### src/rtl/pin_bus_responder.sv
// pin_bus_responder: four-phase pin-bus target with ID, transaction counter and RW registers; define RESP_TIMEOUT_EN to bound the time spent in ACK
module pin_bus_responder #(
  parameter int         ADDR_W   = 4,
  parameter logic [7:0] ID_VALUE = 8'hA5,
  parameter int         TIMEOUT  = 255
) (
  input  logic              clk,
  input  logic              rst,
  input  logic              ena,
  input  logic              strb,
  input  logic              we,
  input  logic [ADDR_W-1:0] addr,
  input  logic [7:0]        wdata,
  output logic [7:0]        rdata,
  output logic              ack,
  output logic              busy,
  output logic              err
);
  typedef enum logic [1:0] {IDLE, EXEC, ACK} state_t;
  state_t state, nxt;
  logic s1, s2, s3;
  logic l_we;
  logic [ADDR_W-1:0] l_addr;
  logic [7:0] l_wdata;
  logic [7:0] cnt;
  logic [7:0] mem [2**ADDR_W];
  logic [7:0] cur;
  logic rise, ro, tmo, start;
  assign rise  = s2 & ~s3;
  assign start = state == IDLE && rise && ena;
  assign ro    = l_addr[ADDR_W-1:1] == '0;
  assign cur   = l_addr == '0 ? ID_VALUE : l_addr == ADDR_W'(1) ? cnt : mem[l_addr];
  assign busy  = state != IDLE;
`ifdef RESP_TIMEOUT_EN
  logic [7:0] tcnt;
  localparam logic [7:0] TO_LAST = 8'(TIMEOUT - 1);
  // cycles spent in ACK; zero on entry
  always_ff @(posedge clk)
    if (rst || state != ACK) tcnt <= '0;
    else tcnt <= tcnt + 8'd1;
  assign tmo = s2 && tcnt == TO_LAST;
`else
  localparam int unused_timeout = TIMEOUT;
  assign tmo = 1'b0;
`endif
  // next state: start on a fresh enabled rise, release ACK on strobe fall or timeout
  always_comb begin
    nxt = state;
    nxt = state == IDLE ? (start ? EXEC : IDLE) :
          state == EXEC ? ACK : ((!s2 || tmo) ? IDLE : ACK);
  end
  // synchroniser, state, command latch, register file and response registers
  always_ff @(posedge clk) begin
    if (rst) begin
      s1      <= 1'b0;
      s2      <= 1'b0;
      s3      <= 1'b0;
      state   <= IDLE;
      ack     <= 1'b0;
      rdata   <= '0;
      err     <= 1'b0;
      cnt     <= '0;
      l_we    <= 1'b0;
      l_addr  <= '0;
      l_wdata <= '0;
      for (int i = 0; i < 2**ADDR_W; i++) mem[i] <= '0;
    end else begin
      s1    <= strb;
      s2    <= s1;
      s3    <= s2;
      state <= nxt;
      ack   <= nxt == ACK;
      if (start) begin
        l_we    <= we;
        l_addr  <= addr;
        l_wdata <= wdata;
      end
      if (state == EXEC) begin
        cnt   <= cnt + 8'd1;
        rdata <= (l_we && !ro) ? l_wdata : cur;
        if (l_we && !ro) mem[l_addr] <= l_wdata;
        err   <= (l_we && ro) | (err & ~(!l_we && l_addr == '0));
      end else if (state == ACK && tmo) err <= 1'b1;
    end
  end
endmodule
### config.mk
export PLATFORM = sky130hd
export DESIGN_NAME = pin_bus_responder
export DESIGN_NICKNAME = d
export VERILOG_FILES = /design/src/rtl/pin_bus_responder.sv
export SDC_FILE = /design/constraint.sdc
export NUM_CORES = 1
export LEC_CHECK = 0
export ABC_AREA = 1
export CORE_MARGIN = 5
export CORE_UTILIZATION = 42
export CTS_CLUSTER_DIAMETER = 30
export DETAILED_ROUTE_END_ITERATION = 12
export GPL_TIMING_DRIVEN = 1
export PLACE_DENSITY = 0.66
export SYNTH_ARGS = -nofsm -noshare
export SYNTH_HDL_FRONTEND = slang
export SYNTH_SLANG_ARGS = --single-unit
### constraint.sdc
create_clock -name clk -period 3.39 [get_ports clk]
set_clock_uncertainty 0.15 [all_clocks]
set_input_delay 0.678 -clock clk [delete_from_list [all_inputs] [get_ports clk]]
set_output_delay 0.678 -clock clk [all_outputs]
set_load 0.005 [all_outputs]
==> impl_metrics.csv, run 1 <==
group,metric,value,unit
critical_path,crit_chain,"nor2_1 -> nand2_1 -> nand2_1 -> nor3_2 -> inv_2 -> nor3_2 -> nand2_1 -> nand2_1",
pwr,irDropWorstVdd,0.3909,mV
placement,place_congestion,0.8075,
synth,ys_ff_latch,167,
timing,setup_viol,0,
detailed_routing,wl_met1,7625,µm
detailed_routing,vias,5457,
critical_path,reg2reg_to,"mem[9][7]",
final_layout,drive_gt1_share,6.627,%
clock_tree,htree_levels,4,
critical_path,crit_end,"mem[9][7]",
timing,slew-limit-headroom,41.54,%
floorplanning,die_y,141.3,µm
detailed_routing,dr_wl_met3,1212,µm
clock_tree,clock_path_buffers,2,
final_layout,nets,835,
synth,syn_inst,786,
timing,worst_pin_slew,0.8759,ns
synth,avgSynthCellArea,9.210,µm²
placement,port_buffers,27,
critical_path,start_kind,"register",
critical_path,cp_slowest_stage_delay,0.37,ns
detailed_routing,routed_wl,17760,µm
timing,fin_crit,2.745,ns
floorplanning,dieArea,19960,µm²
placement,place_area,7779,µm²
critical_path,crit_path_start,"l_addr[3]",
synth,seq_area_frac_synth,63.88,%
global_route,grt_overflow,0,
job,max_cap_viol_count,0,
floorplanning,initial_utilization,42.30,%
clock_tree,clkSinkCount,167,
detailed_routing,wl_per_cell,16.83,µm
critical_path,worstPathRequired,3.34,ns
detailed_routing,via_per_inst,5.173,
pwr,p_leak,3.146,nW
synth,dominantRegCellSynth,"edfxtp_1",
timing,period_share,80.96,%
critical_path,crit_fanout,10,
pwr,pwr_density_cell,531.7,nW/µm²
clock_tree,holdBufCountCts,0,
synth,ys_warn_count,0,
timing,holdWs,0.2564,ns
timing,fmax,0.3643,GHz
timing,drv_slew,0,
timing,rsz0062_at_grt,"no",
final_layout,antennaDiodeCount,0,
clock_tree,clk-insertion-delay-late,0.43,ns
floorplanning,core_area,17120,µm²
clock_tree,cts_buffers,17,
detailed_routing,drc,0,
global_route,grt_usage,18.50,%
critical_path,ff2ff_path_depth,8,
floorplanning,io-pin-count,28,
timing,hold_viol,0,
detailed_routing,ant_nets,0,
global_route,grt_pass1_wl,28110,µm
outcome,status,"finished, final reports clean",
clock_tree,root_buffer,"clkbuf_16",
clock_tree,cts_resized,0,
clock_tree,cts_tree,"yes",
clock_tree,clk_pin_slew,0.06,ns
detailed_routing,dr.max_layer_used,"met4",
critical_path,cpMaxStageDelayCell,"dfxtp_1",
critical_path,cp-end-kind,"register",
critical_path,critPathKind,"register to register",
global_route,grt_pass1_vias,5322,
critical_path,worstPathArrival,2.69,ns
worst_hold_path,hold_class,"register to register",
critical_path,r2r_start,"l_addr[3]",
timing,fin_tns_setup,0,ns
synth,synth_edf_count,128,
final_layout,stdcell_area,8349,µm²
critical_path,r2r_slack,0.65,ns
detailed_routing,wl_met2,8444,µm
synth,synthArstFlopShare,0,%
synth,synth_area,7239,µm²
detailed_routing,drtPass1Iterations,5,
floorplanning,rows,48,
floorplanning,die-width,141.3,µm
detailed_routing,drt_iter0_drc,709,
global_route,antenna_found_initial,0,
final_layout,fin_cells,1055,
placement,hpwl,11560,µm
clock_tree,post_cts_buffers,0,
synth,post_synth_num_cell_types,26,
critical_path,crit_top_cell,"nand2_1",
placement,place_inst,1023,
final_layout,synthToLayoutAreaGrowth,15.33,%
global_route,grt_max_degree,66,
==> placed cells by master (no fill, tap or decap), types with 2 or more instances in the layout <==
master	instances
clkinv_1	2
a21oi_1	30
nor2_1	160
inv_1	37
dfxtp_1	38
o211ai_1	3
inv_4	5
conb_1	16
inv_2	3
nor3_2	3
o21ai_0	45
nand3_1	88
clkdlybuf4s50_1	27
edfxtp_1	128
buf_4	12
clkbuf_16	19
clkinv_2	2
nand2_1	189
nand2_2	4
clkbuf_8	2
nor3_1	4
==> registers in the layout, indices dropped and copies added (netlist names), named ones only <==
signal	count
mem	128
cnt	8
l_addr	4
state	1
ack	1
s3	1
s1	1
err	1
rdata	8
s2	1
l_we	1
l_wdata	8
==> kinds of logic after synthesis <==
family,after synthesis,share of synthesized area [%]
fa+ha+maj,1,0.1728
other cells,1,0.05180
simple gates,452,25.72
flops,167,63.88
compound gates,81,5.790
buf+inv,84,4.390
==> Yosys cell counts (all sizes together) (2+ instances only) <==
cell | number | area [µm²]
a21oi | 30 | 150.1
buf | 5 | 21.27
clkbuf | 37 | 138.9
clkinv | 2 | 7.510
dfxtp | 39 | 780.8
edfxtp | 128 | 3844
inv | 40 | 150.1
nand2 | 193 | 734.4
nand3 | 88 | 440.4
nor2 | 160 | 600.6
nor3 | 8 | 66.32
o211ai | 3 | 22.52
o21ai | 45 | 225.2
==> critical path, delay by kind of cell (launching register included) <==
kind                   cells  cell delay, ns
buffers and inverters      1            0.13
flip-flops                 1            0.37
AND/OR/NAND/NOR            7            1.75
==> final cells by class <==
| cell class | count | area, µm² |
|---|---|---|
| clock buffer | 23 | 511.7 |
| clock inverter | 9 | 58.81 |
| fill | 1607 | 8767 |
| inverter | 42 | 157.7 |
| multi-input combinational | 550 | 2354 |
| sequential | 167 | 4626 |
| tap | 225 | 281.5 |
| timing repair buffer | 39 | 360.3 |
==> where the power goes <==
part           leakage (nW)  switching [mW]  internal (mW)
logic                  1.22           0.194         0.0822
registers              1.63          0.0236           2.27
clock network         0.293           0.801           1.07
==> worst min-delay path by stage <==
stage	from	endpoint	slack, ns	depth (start not counted)
finish	s1	s2	0.26	2
global placement	s1	s2	0.25	2
floorplan	s1	s2	0.24	2
CTS	s1	s2	0.26	2
global route	s1	s2	0.30	2
detailed placement	s1	s2	0.25	2
==> metrics by stage <==
stage               worst slack (ns)  utilization (%)  power, mW
floorplan                      1.281                -      2.501
global placement              0.4005            45.45      2.607
detailed placement            0.3577            45.45      2.611
CTS                           0.6577            48.78      4.439
global route                  0.4979            48.78      4.570
finish                        0.6454            48.78      4.440
==> per-layer routing <==
| layer | vias to the layer above | global-route usage [%] |
|---|---|---|
| met5 | - | 0 |
| met2 | 225 | 29.75 |
| met4 | 0 | 7.751 |
| met3 | 41 | 3.573 |
| met1 | 2527 | 24.67 |
| li1 | 2664 | - |
Note: power is estimated with default switching activity, not from simulation.
==> run 2, diff against run 1 <==
- clock period: 3.39 -> 2.7 ns (I/O delays scaled with it)
==> impl_metrics.csv, run 2 (synthesis results as in run 1) <==
group,metric,value,unit
global_route,grt_pass1_wl,27770,µm
placement,hpwl,11710,µm
clock_tree,cts_resized,0,
placement,place_congestion,0.8580,
timing,fmax,0.4447,GHz
critical_path,crit_end,"mem[9][4]",
timing,drv_slew,0,
floorplanning,io-pin-count,28,
final_layout,nets,855,
clock_tree,clkSinkCount,167,
timing,fin_crit,2.249,ns
timing,timing.final.ws_setup,0.4511,ns
critical_path,reg2reg_to,"mem[9][4]",
clock_tree,holdBufCountCts,0,
clock_tree,htree_levels,4,
critical_path,critPathKind,"register to register",
clock_tree,root_buffer,"clkbuf_16",
critical_path,crit_top_cell,"nand2_1",
critical_path,r2r_start,"l_addr[3]",
final_layout,drive_gt1_share,8.471,%
critical_path,crit_buf_inv,1,
floorplanning,initial_utilization,42.30,%
global_route,grt_max_degree,41,
critical_path,r2r_slack,0.45,ns
timing,slew-limit-headroom,42.50,%
critical_path,worstPathArrival,2.19,ns
detailed_routing,ant_nets,0,
clock_tree,clock_path_buffers,2,
clock_tree,clk-insertion-delay-late,0.42,ns
critical_path,cp-end-kind,"register",
critical_path,cpMaxStageDelayCell,"dfxtp_1",
final_layout,layout_common_cells,"nand2_1, nor2_1, edfxtp_1",
detailed_routing,drt_iter0_drc,513,
critical_path,start_kind,"register",
critical_path,cp_slowest_stage_delay,0.38,ns
global_route,antenna_found_initial,0,
critical_path,ff2ff_path_depth,8,
floorplanning,dieArea,19960,µm²
critical_path,worstPathRequired,2.64,ns
clock_tree,post_cts_buffers,0,
detailed_routing,drtPass1Iterations,5,
placement,port_buffers,27,
outcome,status,"finished, final reports clean",
floorplanning,die-width,141.3,µm
timing,period_share,83.29,%
final_layout,largest_register_ffs,128,
detailed_routing,routed_wl,17750,µm
timing,hold_viol,0,
floorplanning,core_area,17120,µm²
detailed_routing,vias,5448,
timing,worst_pin_slew,0.8616,ns
timing,fin_tns_setup,0,ns
final_layout,top_register,"mem",
pwr,irDropWorstVdd,0.4218,mV
timing,rsz0062_at_grt,"no",
global_route,grt_pass1_vias,5265,
pwr,pwr_density_cell,671.6,nW/µm²
clock_tree,clk_pin_slew,0.06,ns
critical_path,crit_chain,"nor2_1 -> nand2_1 -> nand2_1 -> nor3_2 -> inv_2 -> nor3_2 -> nand2_1 -> nand2_1",
clock_tree,cts_buffers,17,
final_layout,final_common_cell,"nand2_1",
critical_path,worst-path-stages,8,
floorplanning,die_y,141.3,µm
detailed_routing,drc,0,
worst_hold_path,hold_class,"register to register",
detailed_routing,via_per_inst,5.068,
pwr,p_leak,3.243,nW
detailed_routing,wl_per_cell,16.51,µm
floorplanning,rows,48,
critical_path,critical-path-top-delay-family,"simple AND/OR/NAND/NOR gates",
timing,setup_viol,0,
global_route,grt_overflow,0,
worst_hold_path,hold_depth,2,
job,max_cap_viol_count,0,
critical_path,crit_path_start,"l_addr[3]",
global_route,grt_usage,18.27,%
final_layout,fill_cells,1610,
clock_tree,cts_tree,"yes",
placement,pre_cts_ws,0.08177,ns
final_layout,antennaDiodeCount,0,
critical_path,crit_fanout,8,
final_layout,synthToLayoutAreaGrowth,17.96,%
==> run 2: changes by cell type in the layout (fill, tap and decap cells not counted), moves of 2 or more <==
cell,previous run,this run
buf_4,12,32
bufinv_16,0,4
clkbuf_16,19,17
clkbuf_8,2,0
clkinv_1,2,5
clkinv_4,1,3
inv_4,5,0
==> run 2: stage by stage <==
step	std cells	cell area (µm²)	util, %	hold WS (ns)	total power, mW
floorplan	801	7296	-	0.2383	3.140
global placement	1043	7929	46.32	0.2460	3.276
detailed placement	1043	7929	46.32	0.2481	3.282
CTS	1075	8539	49.89	0.2582	5.762
global route	1075	8539	49.89	0.2773	5.919
finish	1075	8539	49.89	0.2575	5.735
==> run 2: layout make-up <==
| cell class | instances | area, µm² | area share [%] |
|---|---|---|---|
| Clock inverter | 14 | 181.4 | 2.125 |
| Multi-Input combinational cell | 550 | 2354 | 27.56 |
| Timing Repair Buffer | 59 | 510.5 | 5.978 |
| Sequential cell | 167 | 4626 | 54.17 |
| Inverter | 42 | 157.7 | 1.846 |
| Clock buffer | 18 | 429.2 | 5.026 |
| Tap cell | 225 | 281.5 | 3.297 |
==> run 2: how the worst min path moves through the flow <==
| stage | start | end |
|---|---|---|
| 2_1_floorplan | s1 | s2 |
| 3_3_place_gp | s1 | s2 |
| 3_5_place_dp | s1 | s2 |
| 4_1_cts | s1 | s2 |
| 5_1_grt | s1 | s2 |
| 6_report | s1 | s2 |
==> run 2: worst min-delay path: cells and delay by family, from the launching register on <==
family | cells | cell delay (ns)
DFF | 1 | 0.30
buffers and inverters | 1 | 0.04
and+or+nand+nor | 1 | 0.03
==> run 2: layer usage <==
layer / vias up / GRT usage, % / routed length [µm]
met4: 0 / 6.578 / 361
li1: 2696 / - / -
met3: 24 / 3.202 / 1136
met5: - / 0 / 0
met1: 2544 / 24.94 / 7743
met2: 184 / 29.47 / 8511
==> run 2: power breakdown <==
part,switching (mW),internal [mW],total [mW]
combinational,0.237,0.107,0.344
sequential,0.0342,2.85,2.88
clock,0.968,1.54,2.51
total,1.24,4.50,5.73
